`src/rtl/rf_wb_arbiter.sv`:
```
// Write-back arbiter and load scoreboard for the register file's single write port.
// Optional forwarding outputs are enabled with `define WB_BYPASS_EN.
module rf_wb_arbiter #(
    parameter int STARVE_MAX = 4
) (
    input  logic        clk,
    input  logic        reset,
    input  logic        alu_valid,
    input  logic [4:0]  alu_rd,
    input  logic [31:0] alu_data,
    output logic        alu_ready,
    input  logic        ld_valid,
    input  logic [4:0]  ld_rd,
    input  logic [31:0] ld_data,
    output logic        ld_ready,
    input  logic        iss_valid,
    input  logic [4:0]  iss_rd,
    input  logic [4:0]  src1,
    input  logic [4:0]  src2,
    input  logic [4:0]  dst,
    output logic        stall,
`ifdef WB_BYPASS_EN
    output logic        fwd1_hit,
    output logic        fwd2_hit,
    output logic [31:0] fwd_data,
`endif
    output logic [4:0]  rf_waddr,
    output logic [31:0] rf_wdata,
    output logic        rf_we
);

    localparam logic [2:0] STARVE_LIM = 3'(STARVE_MAX);

    logic [2:0]  starve_q, starve_d;
    logic [31:0] pending_q, pending_d;
    logic [4:0]  rf_waddr_q, rf_waddr_d;
    logic [31:0] rf_wdata_q, rf_wdata_d;
    logic        rf_we_q, rf_we_d;
    logic        alu_force;
    logic        wb_hit1, wb_hit2;

    // The load normally wins; a starved ALU overrides it once the limit is reached.
    always_comb begin
        alu_force = alu_valid && (starve_q == STARVE_LIM);
        alu_ready = reset && alu_valid && (!ld_valid || alu_force);
        ld_ready  = reset && ld_valid && !alu_force;
    end

    always_comb begin
        starve_d = 3'd0;
        if (alu_valid && !alu_ready) begin
            starve_d = (starve_q == STARVE_LIM) ? starve_q : starve_q + 3'd1;
        end
    end

    always_comb begin
        rf_waddr_d = rf_waddr_q;
        rf_wdata_d = rf_wdata_q;
        rf_we_d    = 1'b0;
        if (ld_valid && ld_ready) begin
            rf_waddr_d = ld_rd;
            rf_wdata_d = ld_data;
            rf_we_d    = (ld_rd != 5'd0);
        end else if (alu_valid && alu_ready) begin
            rf_waddr_d = alu_rd;
            rf_wdata_d = alu_data;
            rf_we_d    = (alu_rd != 5'd0);
        end
    end

    // Issue sets after the return clears, so a same-cycle re-issue keeps the bit.
    always_comb begin
        pending_d = pending_q;
        if (ld_valid && ld_ready) begin
            pending_d[ld_rd] = 1'b0;
        end
        if (iss_valid && (iss_rd != 5'd0)) begin
            pending_d[iss_rd] = 1'b1;
        end
        pending_d[0] = 1'b0;
    end

    always_ff @(posedge clk) begin
        if (!reset) begin
            starve_q   <= 3'd0;
            pending_q  <= 32'd0;
            rf_waddr_q <= 5'd0;
            rf_wdata_q <= 32'd0;
            rf_we_q    <= 1'b0;
        end else begin
            starve_q   <= starve_d;
            pending_q  <= pending_d;
            rf_waddr_q <= rf_waddr_d;
            rf_wdata_q <= rf_wdata_d;
            rf_we_q    <= rf_we_d;
        end
    end

    // A write in flight is not yet visible in the register file this cycle.
    always_comb begin
        wb_hit1 = rf_we_q && (rf_waddr_q != 5'd0) && (rf_waddr_q == src1);
        wb_hit2 = rf_we_q && (rf_waddr_q != 5'd0) && (rf_waddr_q == src2);
`ifdef WB_BYPASS_EN
        stall    = pending_q[src1] || pending_q[src2] || pending_q[dst];
        fwd1_hit = wb_hit1;
        fwd2_hit = wb_hit2;
        fwd_data = rf_wdata_q;
`else
        stall    = pending_q[src1] || pending_q[src2] || pending_q[dst] ||
                   wb_hit1 || wb_hit2;
`endif
    end

    assign rf_waddr = rf_waddr_q;
    assign rf_wdata = rf_wdata_q;
    assign rf_we    = rf_we_q;

endmodule

```
`config.mk`:
```
export PLATFORM = sky130hd
export DESIGN_NAME = rf_wb_arbiter
export DESIGN_NICKNAME = d
export VERILOG_FILES = /design/src/rtl/rf_wb_arbiter.sv
export SDC_FILE = /design/constraint.sdc
export NUM_CORES = 1
export LEC_CHECK = 0
export CAP_MARGIN = 30
export CORE_ASPECT_RATIO = 1.1
export CORE_MARGIN = 2
export CORE_UTILIZATION = 42
export DETAILED_ROUTE_END_ITERATION = 12
export PLACE_DENSITY = 0.77
export SLEW_MARGIN = 40
export SYNTH_ARGS = -nofsm -noshare
export SYNTH_HDL_FRONTEND = slang
export SYNTH_SLANG_ARGS = --single-unit
```
`constraint.sdc`:
```
create_clock -name clk -period 1.7 [get_ports clk]
set_input_delay 0.34 -clock clk [delete_from_list [all_inputs] [get_ports clk]]
set_output_delay 0.34 -clock clk [all_outputs]
set_load 0.02 [all_outputs]
```
==> run summary <==
The tools report the wire length of the first global-routing pass as 20770 µm. Clock tree synthesis selected as its root buffer the cell sky130_fd_sc_hd__clkbuf_8. The tools report the met2 global-route usage as 0.3995. Yosys instantiated no cell more often than sky130_fd_sc_hd__nand2_1. The area growth from synthesis to layout is 51.59%. The minimum setup slack in the final design is -705.8 ps. Across all layers, the routed design uses 4295 vias.

The worst hold path passes through 2 cells. The antenna cell count was 0. Reg-to-reg critical path startpoint: starve_q[1]. Total standard cell area after synthesis: 0.004319 mm². The maximum vdd drop is 0.0004510 V. The internal power of the cells totals 3.128 mW. The run gives 1.170 mW as the net switching power. Via count of the first global-routing pass: 4318. The run gives 13740 µm as the total wire length after detailed routing. The post-synthesis adder-cell area fraction was 0.005794; the die span in y was 110.4 µm. For the pin with the worst max-slew slack, the measured transition is 487.3 ps.

The cell type contributing the most total cell area after synthesis is sky130_fd_sc_hd__dfxtp_1. The initial cell density of the core is 0.4347, and the pin count of the biggest net entering global routing is 44. STA classifies the critical path endpoint as an output port. The logs give 2070 ps for the arrival time of data at the critical path endpoint and 3.025 nW for the static leakage.

The fraction of final layout cells with drive strength greater than 1 is 0.2317, and the worst-skew pair later-pin latency is 350 ps. The Yosys step of the flow raised 0 warnings. Tracing the worst setup path back leads to its startpoint at src2[3].

For the data required time at the worst endpoint, the log shows 1360 ps. The final max-slew violation count was 0. By area the synthesized netlist is led by sky130_fd_sc_hd__dfxtp_1, sky130_fd_sc_hd__mux2i_1, sky130_fd_sc_hd__o211a_1. The floorplan step defined a die boundary enclosing 0.01111 mm².

For the post-layout net count, the log shows 739. The checks that failed: negative setup slack. The run gives 0.422 as the sequential group share of total power.

At the end of routability-driven placement, the weighted congestion stood at 0.9335. The met3 global-route usage is 0.07125. The commonest cells after synthesis are sky130_fd_sc_hd__nand2_1, sky130_fd_sc_hd__dfxtp_1, sky130_fd_sc_hd__mux2i_1.

The post-route core utilization is 0.6589, and the count of routing violations after the opening detailed-route iteration is 291. The DRC violation count after routing is 0, and the mean cell area of the mapped netlist is 9.472 µm². Clock tree synthesis inserted a total of 9 buffers. The run finished, with violations left. In this run, placement finished with an instance count of 739.

Count of port buffers added during placement: 139. The region available for standard cell placement spans 0.009937 mm². The portion of the clock cycle consumed by the worst path in the final layout works out to 1.415. Clock skew after layout: 5.719 ps. For the count of unique library cells instantiated by Yosys, the log shows 57. After clock tree synthesis, the clock-pin slew on the worst setup and hold paths is 70 ps.

The H-tree was split into 3 levels. The count of final hold-check violations came out at 0. The finished layout holds 763 standard cells, fillers aside. The tool flagged a number of max-cap violations equal to 0. In this run the worst path has a maximum fanout of 2.

The post-synthesis async set-or-reset flop share is 0, and the post-synthesis net count is 557. In the routed layout, each cell is associated on average with a via count of 5.629. The number of cells on the worst reg-to-reg path is 10. For hold timing, the worst endpoint is pending_q[13].

Category of the most critical setup path: in -> out. The run gives 4 as the number of detailed-routing iterations run before antenna repair. For the finished layout, the period the worst path requires is 2406 ps.

The number of fillers in the final layout was 775. After synthesis, the largest family of logic cells by area is compound AO/OA/AOI/OAI gates. CTS saw 72 sinks. The share of cell area taken by muxes after synthesis was 0.2019. Launch instance of the worst min-delay path: pending_q[13].

The critical path startpoint category is a primary input. The all-layer global routing usage was 0.2403; the complex-gate fraction of the synthesized area was 0.2164. Setup repair after global routing could not meet its margin everywhere. In this run, synthesis produced a sequential element count of 72. The design draws 4.298 mW. During I/O placement, the number of pins put on the boundary was 140. Post-synthesis xor/xnor area fraction: 0.02028.

The initialized floorplan defines 38 standard-cell rows. The switching share of total power is 0.2722. The initial antenna violation count is 0, and the area share of the leading cell type in the synthesized netlist is 0.3337. For the final antenna-violating net count, the log shows 0. For this run, the top clock speed supported by timing is 0.4157 GHz. The remaining max-slew budget at the tightest pin came out at 0.6752. TritonCTS built the clock tree.

Setup violations remaining at the end of the flow were counted as 3. The floorplan die width was 100.7 µm; the cell count after synthesis was 456. The simple-gate share of the synthesized area was 0.1651. At the placement stage, the worst setup path has a slack of -1315 ps. In this run, post-CTS hold repair placed 0 buffers.

The longest clock path from root to sink contains 2 buffers. Global routing finished with a remaining overflow of 0. The share of synthesized area occupied by flip-flops and latches was 0.3337.

The proportion of power drawn by combinational gates was 0.255; the power density normalized to cell area was 656.4 mW/mm². The minimum setup slack among reg-to-reg paths was 60 ps; the count of flip-flops with a built-in enable after synthesis was 0. After routing, the total negative slack on setup checks comes to -806.0 ps. The tools report the HPWL after detailed placement as 10210 µm. Dividing the detail-routed wire length by the instance count gives 18.01 µm.

After global routing, the most crowded layer is met2. The met1 usage in global routing came out at 0.2784. The worst register-to-register path ends at pending_q[31].

Dominant synthesized flop cell: sky130_fd_sc_hd__dfxtp_1. The clock network power share was 0.323. In this run the worst hold path is classified as reg -> reg.
logic make-up (layout without fill, tap and decap cells):
family,Yosys count,count (layout)
AO/OA/AOI/OAI,121,121
buffers and inverters,45,232
XOR/XNOR,10,10
flip-flops,72,72
AND/OR/NAND/NOR,142,142
multiplexers,64,64
adder cells (fa/ha/maj),2,2
placed cells by master (no fill, tap or decap), drive strengths merged, types with 8 or more instances in the layout:
cell type / count
xnor2: 10
o211a: 36
o21ai: 32
a21boi: 32
clkdlybuf4s50: 105
buf: 74
nand2: 76
inv: 8
mux2i: 41
clkbuf: 14
dfxtp: 72
nor2: 10
dlymetal6s2s: 14
mux4: 17
dlygate4sd2: 13
repair_timing:
action                     CTS  global route
setup endpoints to repair   11            52
pin swaps                    7             3
gates cloned                 0             0
hold endpoints to repair     0             0
gates resized for setup     47            63
setup buffers                7             1
sequential cells by signal, indices dropped and copies added, names as in the netlist:
name       cells
rf_we          1
rf_wdata      32
pending_q     31
starve_q       3
rf_waddr       5
layer usage:
metal / up-vias / part of all wire / routed length (µm)
li1: 2044 / - / -
met1: 2048 / 0.40 / 5439
met2: 160 / 0.50 / 6824
met3: 43 / 0.070 / 965
met4: 0 / 0.037 / 513
met5: - / 0 / 0
how the worst max path moves through the flow:
stage	depth (start not counted)	end
finish	6	stall
global route	9	stall
CTS	8	stall
detailed placement	8	stall
global placement	8	stall
floorplan	6	stall
through the flow:
step                      hold slack [ps]  cell area (µm²)
after detailed placement            505.0             6107
after global routing                524.0             6548
final                               499.2             6548
after floorplan                     417.3             4358
after global placement              495.5             6107
after CTS                           513.3             6420
power by group through the flow:
stage / registers [mW] / logic, mW / clock network (mW)
6_report: 1.81 / 1.09 / 1.39
5_1_grt: 1.82 / 1.17 / 1.48
4_1_cts: 1.81 / 1.07 / 1.41
3_5_place_dp: 1.85 / 1.06 / 0
3_3_place_gp: 1.85 / 1.04 / 0
2_1_floorplan: 1.93 / 0.435 / 0
critical path: stages:
cell	delay, ps
sky130_fd_sc_hd__clkdlybuf4s50_1	530
sky130_fd_sc_hd__mux4_2	500
sky130_fd_sc_hd__or2b_1	240
sky130_fd_sc_hd__a41oi_2	160
sky130_fd_sc_hd__nand4_1	130
sky130_fd_sc_hd__buf_6	160
final cells by class:
cell class	instances	area [µm²]	share of cell area
Timing Repair Buffer	208	1972	0.3012
Multi-Input combinational cell	339	2745	0.4193
Sequential cell	72	1451	0.2217
Tap cell	120	150.1	0.02293
Clock buffer	13	158.9	0.02427
Clock inverter	3	40.04	0.006115
Inverter	8	30.03	0.004586
Note: power is estimated with default switching activity, not from simulation.
